File: src/rtl/cmp_decision_rx.sv
// Comparator decision receiver: synchronises the latched comparator output, samples it
// on each falling edge of cmp_p1, and returns ones-counts per window over valid/ready.
module cmp_decision_rx #(
    parameter int SYNC_STAGES = 2,
    parameter int WIN_LOG2    = 6,
    parameter int CNT_W       = WIN_LOG2 + 1
) (
    input  logic             clk,
    input  logic             reset,
    input  logic             enable,
    input  logic             cmp_p1,
    input  logic             cmp_out,
    output logic [CNT_W-1:0] result,
    output logic             result_valid,
    input  logic             result_ready,
    output logic             overrun,
    output logic             busy,
    output logic             decision
);

    typedef enum logic [1:0] {
        IDLE = 2'd0,
        ARM  = 2'd1,
        ACQ  = 2'd2
    } state_t;

    state_t                state, state_nxt;
    logic [SYNC_STAGES-1:0] sync_q;
    logic                  cmp_s;
    logic                  p1_q;
    logic                  strb;
    logic                  rise;
    logic [CNT_W-1:0]      acc, acc_nxt;
    logic [WIN_LOG2-1:0]   dec_cnt, dec_cnt_nxt;
    logic [CNT_W-1:0]      win_sum;
    logic                  win_done;
    logic                  overrun_clr;

    function automatic logic [CNT_W-1:0] add_bit(input logic [CNT_W-1:0] a, input logic b);
        return a + {{(CNT_W-1){1'b0}}, b};
    endfunction

    // Input stage: cmp_out synchroniser and cmp_p1 edge detection
    always_ff @(posedge clk or posedge reset) begin
        if (reset) begin
            sync_q <= '0;
            p1_q   <= 1'b0;
        end else begin
            sync_q <= {sync_q[SYNC_STAGES-2:0], cmp_out};
            p1_q   <= cmp_p1;
        end
    end

    assign cmp_s = sync_q[SYNC_STAGES-1];
    assign strb  = p1_q & ~cmp_p1;
    assign rise  = ~p1_q & cmp_p1;

    always_comb begin
        state_nxt   = state;
        acc_nxt     = acc;
        dec_cnt_nxt = dec_cnt;
        win_done    = 1'b0;
        overrun_clr = 1'b0;
        win_sum     = add_bit(acc, cmp_s);
        case (state)
            IDLE: begin
                acc_nxt     = '0;
                dec_cnt_nxt = '0;
                if (enable) begin
                    state_nxt   = ARM;
                    overrun_clr = 1'b1;
                end
            end
            ARM: begin
                if (!enable)
                    state_nxt = IDLE;
                else if (rise)
                    state_nxt = ACQ;
            end
            ACQ: begin
                // Dropping enable wins over a coincident strobe: the partial window is discarded.
                if (!enable) begin
                    state_nxt   = IDLE;
                    acc_nxt     = '0;
                    dec_cnt_nxt = '0;
                end else if (strb) begin
                    dec_cnt_nxt = dec_cnt + 1'b1;
                    if (dec_cnt == '1) begin
                        win_done = 1'b1;
                        acc_nxt  = '0;
                    end else begin
                        acc_nxt = win_sum;
                    end
                end
            end
            default: state_nxt = IDLE;
        endcase
    end

    // Accumulation stage: FSM, window counters and last decision
    always_ff @(posedge clk or posedge reset) begin
        if (reset) begin
            state    <= IDLE;
            acc      <= '0;
            dec_cnt  <= '0;
            decision <= 1'b0;
        end else begin
            state   <= state_nxt;
            acc     <= acc_nxt;
            dec_cnt <= dec_cnt_nxt;
            if (strb)
                decision <= cmp_s;
        end
    end

    // Output stage: result hand-off to the back end
    always_ff @(posedge clk or posedge reset) begin
        if (reset) begin
            result       <= '0;
            result_valid <= 1'b0;
            overrun      <= 1'b0;
        end else begin
            if (win_done) begin
                // A completing window may only replace a result that is gone or leaving now.
                if (!result_valid || result_ready) begin
                    result       <= win_sum;
                    result_valid <= 1'b1;
                end else begin
                    overrun <= 1'b1;
                end
            end else if (result_valid && result_ready) begin
                result_valid <= 1'b0;
            end
            if (overrun_clr)
                overrun <= 1'b0;
        end
    end

    assign busy = (state != IDLE);

endmodule

File: config.mk
export PLATFORM = sky130hd
export DESIGN_NAME = cmp_decision_rx
export DESIGN_NICKNAME = d
export VERILOG_FILES = /design/src/rtl/cmp_decision_rx.sv
export SDC_FILE = /design/constraint.sdc
export NUM_CORES = 1
export LEC_CHECK = 0
export ABC_AREA = 1
export BUFFER_PORTS_ARGS = -buffer_cell sky130_fd_sc_hd__buf_2
export CORE_ASPECT_RATIO = 0.7
export CORE_MARGIN = 2
export CORE_UTILIZATION = 35
export CTS_CLUSTER_DIAMETER = 100
export DETAILED_ROUTE_END_ITERATION = 16
export PLACE_DENSITY_LB_ADDON = 0.08
export RECOVER_POWER = 50
export SYNTH_ARGS = -nofsm -noshare
export SYNTH_HDL_FRONTEND = slang
export SYNTH_SLANG_ARGS = --single-unit
File: constraint.sdc
create_clock -name clk -period 1.45 [get_ports clk]
set_input_delay 0.3625 -clock clk [delete_from_list [all_inputs] [get_ports clk]]
set_output_delay 0.3625 -clock clk [all_outputs]
set_load 0.02 [all_outputs]
==> results of run 1 <==
[sequential cells by signal, indices dropped and copies added, names as in the netlist]
register / cells
result_valid: 1
sync_q: 2
acc: 7
dec_cnt: 6
state: 2
p1_q: 1
overrun: 1
decision: 1
result: 7
[cell usage after synthesis]
cell	number
inv_1	14
o21bai_1	1
o21ai_0	5
buf_6	1
a21boi_0	1
o21ai_1	1
nor2_2	2
nor2_8	2
dfrtp_1	28
nand3_2	1
nor2_4	1
nand3_1	11
nand2_4	1
ha_1	3
xor2_1	1
nor2_1	15
a21oi_1	4
o31ai_1	1
nand3_4	1
inv_2	3
nand3b_1	1
nand2_1	64
nand2_2	2
[final cells by class]
class                           count  share of cell area (%)
Inverter                           17                    3.82
Clock buffer                        3                    2.47
Timing Repair Buffer               23                    7.72
Sequential cell                    28                    42.1
Multi-Input combinational cell    118                    38.4
Tap cell                           50                    3.75
Clock inverter                      1                    1.80
[final timing paths]
kind                                         endpoint
worst max-delay path            result[0]$_DFFE_PP0P_
worst max register to register  result[0]$_DFFE_PP0P_
worst min register to register    sync_q[1]$_DFF_PP0_
max in group asynchronous        state[1]$_DFFE_PP0P_
worst min-delay path              sync_q[0]$_DFF_PP0_
min in group asynchronous       result[3]$_DFFE_PP0P_
[report_power, final]
group	switching, mW	leakage, nW	total [mW]	internal (mW)
combinational	0.126	0.490	0.203	0.0763
clock	0.242	0.0357	0.612	0.370
sequential	0.0249	0.379	0.830	0.805
[logic make-up after synthesis]
logic type | count (synthesis) | synth area share, %
simple gates | 101 | 34.6
flops | 28 | 51.2
compound gates | 13 | 5.30
xor+xnor | 1 | 0.640
buf+inv | 18 | 5.48
fa+ha+maj | 3 | 2.74
[layer usage]
| layer | global-route usage, % | share of wire, % |
|---|---|---|
| met5 | 0 | 0 |
| met2 | 21.7 | 45 |
| met1 | 18.2 | 50 |
| met3 | 4.02 | 4.0 |
| met4 | 5.26 | 1.2 |
[what timing repair did]
item | 4_1_cts | 5_1_grt
hold buffers | 0 | 0
resized for setup | 0 | 13
setup endpoints to repair | 0 | 14
setup buffers | 0 | 4
==> results.toml, run 1 <==
[grt]
antenna_found_initial = 0
overflow = 0
grt_pass1_vias = 1028
track_usage_pct = 13.9
grt_max_degree = 29
grt_pass1_wl_mm = 4.69

[cells_and_area]
final_cell_mix = "61 x nand2_1, 27 x dfrtp_1, 15 x buf_2"
fillers = 368
n_antenna_cell = 0
layout-drive-gt1-share_pct = 25.8
areaGrowthSynthToFinish_pct = 21.9
mostFrequentLayoutCell = "nand2_1"
fin_nets = 200
final_cell_count_no_fill = 240
seqCellArea_um2 = 702
multi_input_area_um2 = 641
fin_util_pct = 46.0
final_cell_area_mm2 = 0.00167

[detailed_routing]
dr_total_vias = 1094
wire_per_inst_um = 11.6
drtIter0Drc = 30
wirelength_mm = 2.79
ant_nets = 0
viasPerCell = 4.56
drt_first_pass_iters = 4
post-route-drc-count = 0

[worst_setup_path]
worstSetupStartpointType = "register"
path_buf_inv = 0
cp_slowest_stage_delay_ns = 0.43
crit_path_start = "dec_cnt[1]$_DFFE_PP0P_"
cpMaxStageDelayCell = "dfrtp_1"
crit_chain = "ha_4, nand3_4, nor2_4, nand2_4, nor2_8, nand2_1, nand2_1"
rr_worst_depth = 7
end_kind = "register"
path_common_cell = "nand2_1"
required_ns = 1.67
cp.depth = 7
worstPathMaxFanout = 7
rr_startpoint = "dec_cnt[1]$_DFFE_PP0P_"
cp_data_arrival_time_ns = 1.61
criticalPathCategory = "reg -> reg"
r2r_slack_ns = 0.06
cp_top_family = "simple AND/OR/NAND/NOR gates"

[placement]
gp_congestion = 0.765
placed_cell_area_mm2 = 0.00152
dp_slack_ns = 0.0241
hpwl_mm = 2.02
io_buffers = 16
place_inst = 232

[floorplanning]
die_h_um = 56.3
coreArea_mm2 = 0.00363
start_util_pct = 37.8
die_width_um = 78.7
ios = 17
die_area_mm2 = 0.00443
num_rows = 18

[clock_network]
clock_path_buffers = 2
cts.sinks = 28
numCtsBuffers = 3
clock_latency_ns = 0.27
ctsHtreeMaxLevel = 1
cts_tree = "done"
clockRootBuffer = "clkbuf_8"
clk_transition_reported_paths_ns = 0.09

[hold_path]
hp-class = "in -> reg"
holdPathStages = 1
hold_path.startpoint = "cmp_out"

[timing]
hold_viol_final = 0
tns_ns = 0
drv_slew = 0
clock_skew_ns = 0.00140
finalWorstSetupSlack_ns = 0.0625
setup_viol = 0
fin_crit_ns = 1.39
rsz0062_at_grt = "yes"
min_period_over_period_pct = 95.7
worst_pin_slew_ns = 0.703
fmax_mhz = 721
hold_ws_ns = 0.188
relSlewSlack_pct = 53.1

[power_and_ir_drop]
p_total_mw = 1.64
p_leak_nw = 0.905
ir_drop_mv = 0.484
power_density_mw_per_mm2 = 985

[yosys]
syn_avg_cell_area_um2 = 8.35
netlist.area_leader.share_pct = 51.2
synth_top_cell_by_area = "dfrtp_1"
synth-seq-area-share_pct = 51.2
ys_ff_latch = 28
syn-instance-count = 164
syn-num-nets = 173
synth_area_leaders = "dfrtp_1 51%, nand2_1 18%, nor2_1 4.1%"
netlist_area_mm2 = 0.00137
synth_cell_types = 23
synth.yosys.warnings = 0

[outcome]
status = "completed"

[flow_run]
maxCapViolCount = 0
No activity file was read; power rests on OpenSTA's default activity.
==> run 2, diff against run 1 <==
--- a/config.mk
+++ b/config.mk
@@ -7,7 +7,6 @@
 export LEC_CHECK = 0
 export ABC_AREA = 1
 export BUFFER_PORTS_ARGS = -buffer_cell sky130_fd_sc_hd__buf_2
-export CORE_ASPECT_RATIO = 0.7
 export CORE_MARGIN = 2
 export CORE_UTILIZATION = 35
 export CTS_CLUSTER_DIAMETER = 100
==> results.toml, run 2 (synthesis gave the netlist of run 1 again) <==
[power_and_ir_drop]
power_density_mw_per_mm2 = 884
p_int_mw = 1.06
clkPwrFrac_pct = 29.0
p_total_mw = 1.43
combPwrFrac_pct = 13.0
p_switching_mw = 0.376
pwr-share-seq_pct = 58.0
ir_drop_mv = 0.487
p_leak_nw = 0.889
swShare_pct = 26.3

[placement]
gp_congestion = 0.834
io_buffers = 16
hpwl_mm = 2.06

[cells_and_area]
mostFrequentLayoutCell = "nand2_1"
n_antenna_cell = 0
areaGrowthSynthToFinish_pct = 18.4
layout-drive-gt1-share_pct = 22.9
fillers = 379
top_regs = "acc (7), result (7), dec_cnt (6)"
fin_nets = 199
final_cell_mix = "62 x nand2_1, 28 x dfrtp_1, 15 x buf_2"

[hold_path]
hold_path.startpoint = "cmp_out"
holdPathStages = 1
hold_end = "sync_q[0]$_DFF_PP0_"
hp-class = "in -> reg"

[grt]
grt_max_degree = 29
track_usage_pct = 13.8
overflow = 0
antenna_found_initial = 0
grt_pass1_vias = 1077
grt_pass1_wl_mm = 4.61

[floorplanning]
die_h_um = 66.5
die_width_um = 66.5
ios = 17
die_area_mm2 = 0.00443
num_rows = 22
start_util_pct = 36.8
coreArea_mm2 = 0.00372

[timing]
setup_viol = 0
min_period_over_period_pct = 93.9
clock_skew_ns = 0.00422
fmax_mhz = 734
rsz0062_at_grt = "yes"
fin_crit_ns = 1.36
drv_slew = 0
relSlewSlack_pct = 52.9
hold_viol_final = 0
tns_ns = 0
worst_pin_slew_ns = 0.707

[flow_run]
maxCapViolCount = 0

[worst_setup_path]
rr_worst_depth = 7
rr_startpoint = "dec_cnt[0]$_DFFE_PP0P_"
crit_path_start = "dec_cnt[0]$_DFFE_PP0P_"
end_kind = "register"
r2r_slack_ns = 0.09
worstPathMaxFanout = 7
required_ns = 1.67
worstSetupStartpointType = "register"
criticalPathCategory = "reg -> reg"
r2r-end = "result[5]$_DFFE_PP0P_"
cp_data_arrival_time_ns = 1.58

[outcome]
status = "completed"

[clock_network]
clock_latency_ns = 0.27
cts_tree = "done"
clock_path_buffers = 2
clockRootBuffer = "clkbuf_8"
ctsHtreeMaxLevel = 1
numCtsBuffers = 3
cts.sinks = 28
clk_transition_reported_paths_ns = 0.09

[detailed_routing]
viasPerCell = 4.64
post-route-drc-count = 0
ant_nets = 0
drt_first_pass_iters = 4
dr_total_vias = 1095
wire_per_inst_um = 11.3
wirelength_mm = 2.66
drtIter0Drc = 19
[run 2: final cells by class]
type	instances	area, µm²	share of cell area, %
clock buffers	3	41.3	2.55
multi-input cells	118	633	39.1
inverters	17	63.8	3.94
well taps	48	60.1	3.71
flip-flops and latches	28	701	43.2
repair buffers	22	121	7.49
[run 2: metal layers]
layer | track usage, % | part of all wire (%) | vias to the layer above
li1 | - | - | 562
met1 | 16.1 | 45 | 516
met2 | 25.1 | 52 | 13
met3 | 2.03 | 2.5 | 4
met4 | 5.36 | 1.2 | 0
met5 | 0 | 0 | -
[run 2: per-stage QoR]
| step | instance area [µm²] | util, % | setup slack, ns | instances | hold slack [ns] |
|---|---|---|---|---|---|
| floorplan | 1370 | - | 0.211 | 164 | 0.331 |
| global placement | 1520 | 40.9 | 0.0827 | 230 | 0.346 |
| detailed placement | 1520 | 40.9 | 0.0224 | 230 | 0.358 |
| CTS | 1570 | 42.2 | 0.00808 | 234 | 0.146 |
| global route | 1620 | 43.6 | -0.00869 | 236 | 0.192 |
| finish | 1620 | 43.6 | 0.0881 | 236 | 0.193 |
[run 2: how the worst max path moves through the flow]
stage                             to  slack (ns)  cells after the start
2_1_floorplan     acc[4]$_DFFE_PP0P_        0.21                      8
6_report       result[5]$_DFFE_PP0P_        0.09                      7
5_1_grt        result[1]$_DFFE_PP0P_      -0.009                      7
3_3_place_gp      acc[3]$_DFFE_PP0P_        0.08                      6
3_5_place_dp   result[4]$_DFFE_PP0P_        0.02                      6
4_1_cts        result[4]$_DFFE_PP0P_       0.008                      6
[run 2: worst max-delay path: stages, from the launching register on]
cell and delay [ns]:
dfrtp_1 0.43, ha_4 0.18, nand3_4 0.09, nor2_4 0.23
nand2_4 0.10, nor2_8 0.16, nand2_1 0.07, nand2_1 0.06
[run 2: power groups by stage]
stage | registers (mW) | logic (mW) | clock network, mW
floorplan | 0.844 | 0.122 | 0
global placement | 0.842 | 0.181 | 0
detailed placement | 0.843 | 0.181 | 0
CTS | 0.826 | 0.186 | 0.430
global route | 0.835 | 0.214 | 0.469
finish | 0.831 | 0.186 | 0.415
[run 2: repair_timing]
action	CTS	global route
hold buffers	0	0
pin swaps	0	4
setup endpoints to repair	1	13
resized for setup	0	9
setup buffers	1	2
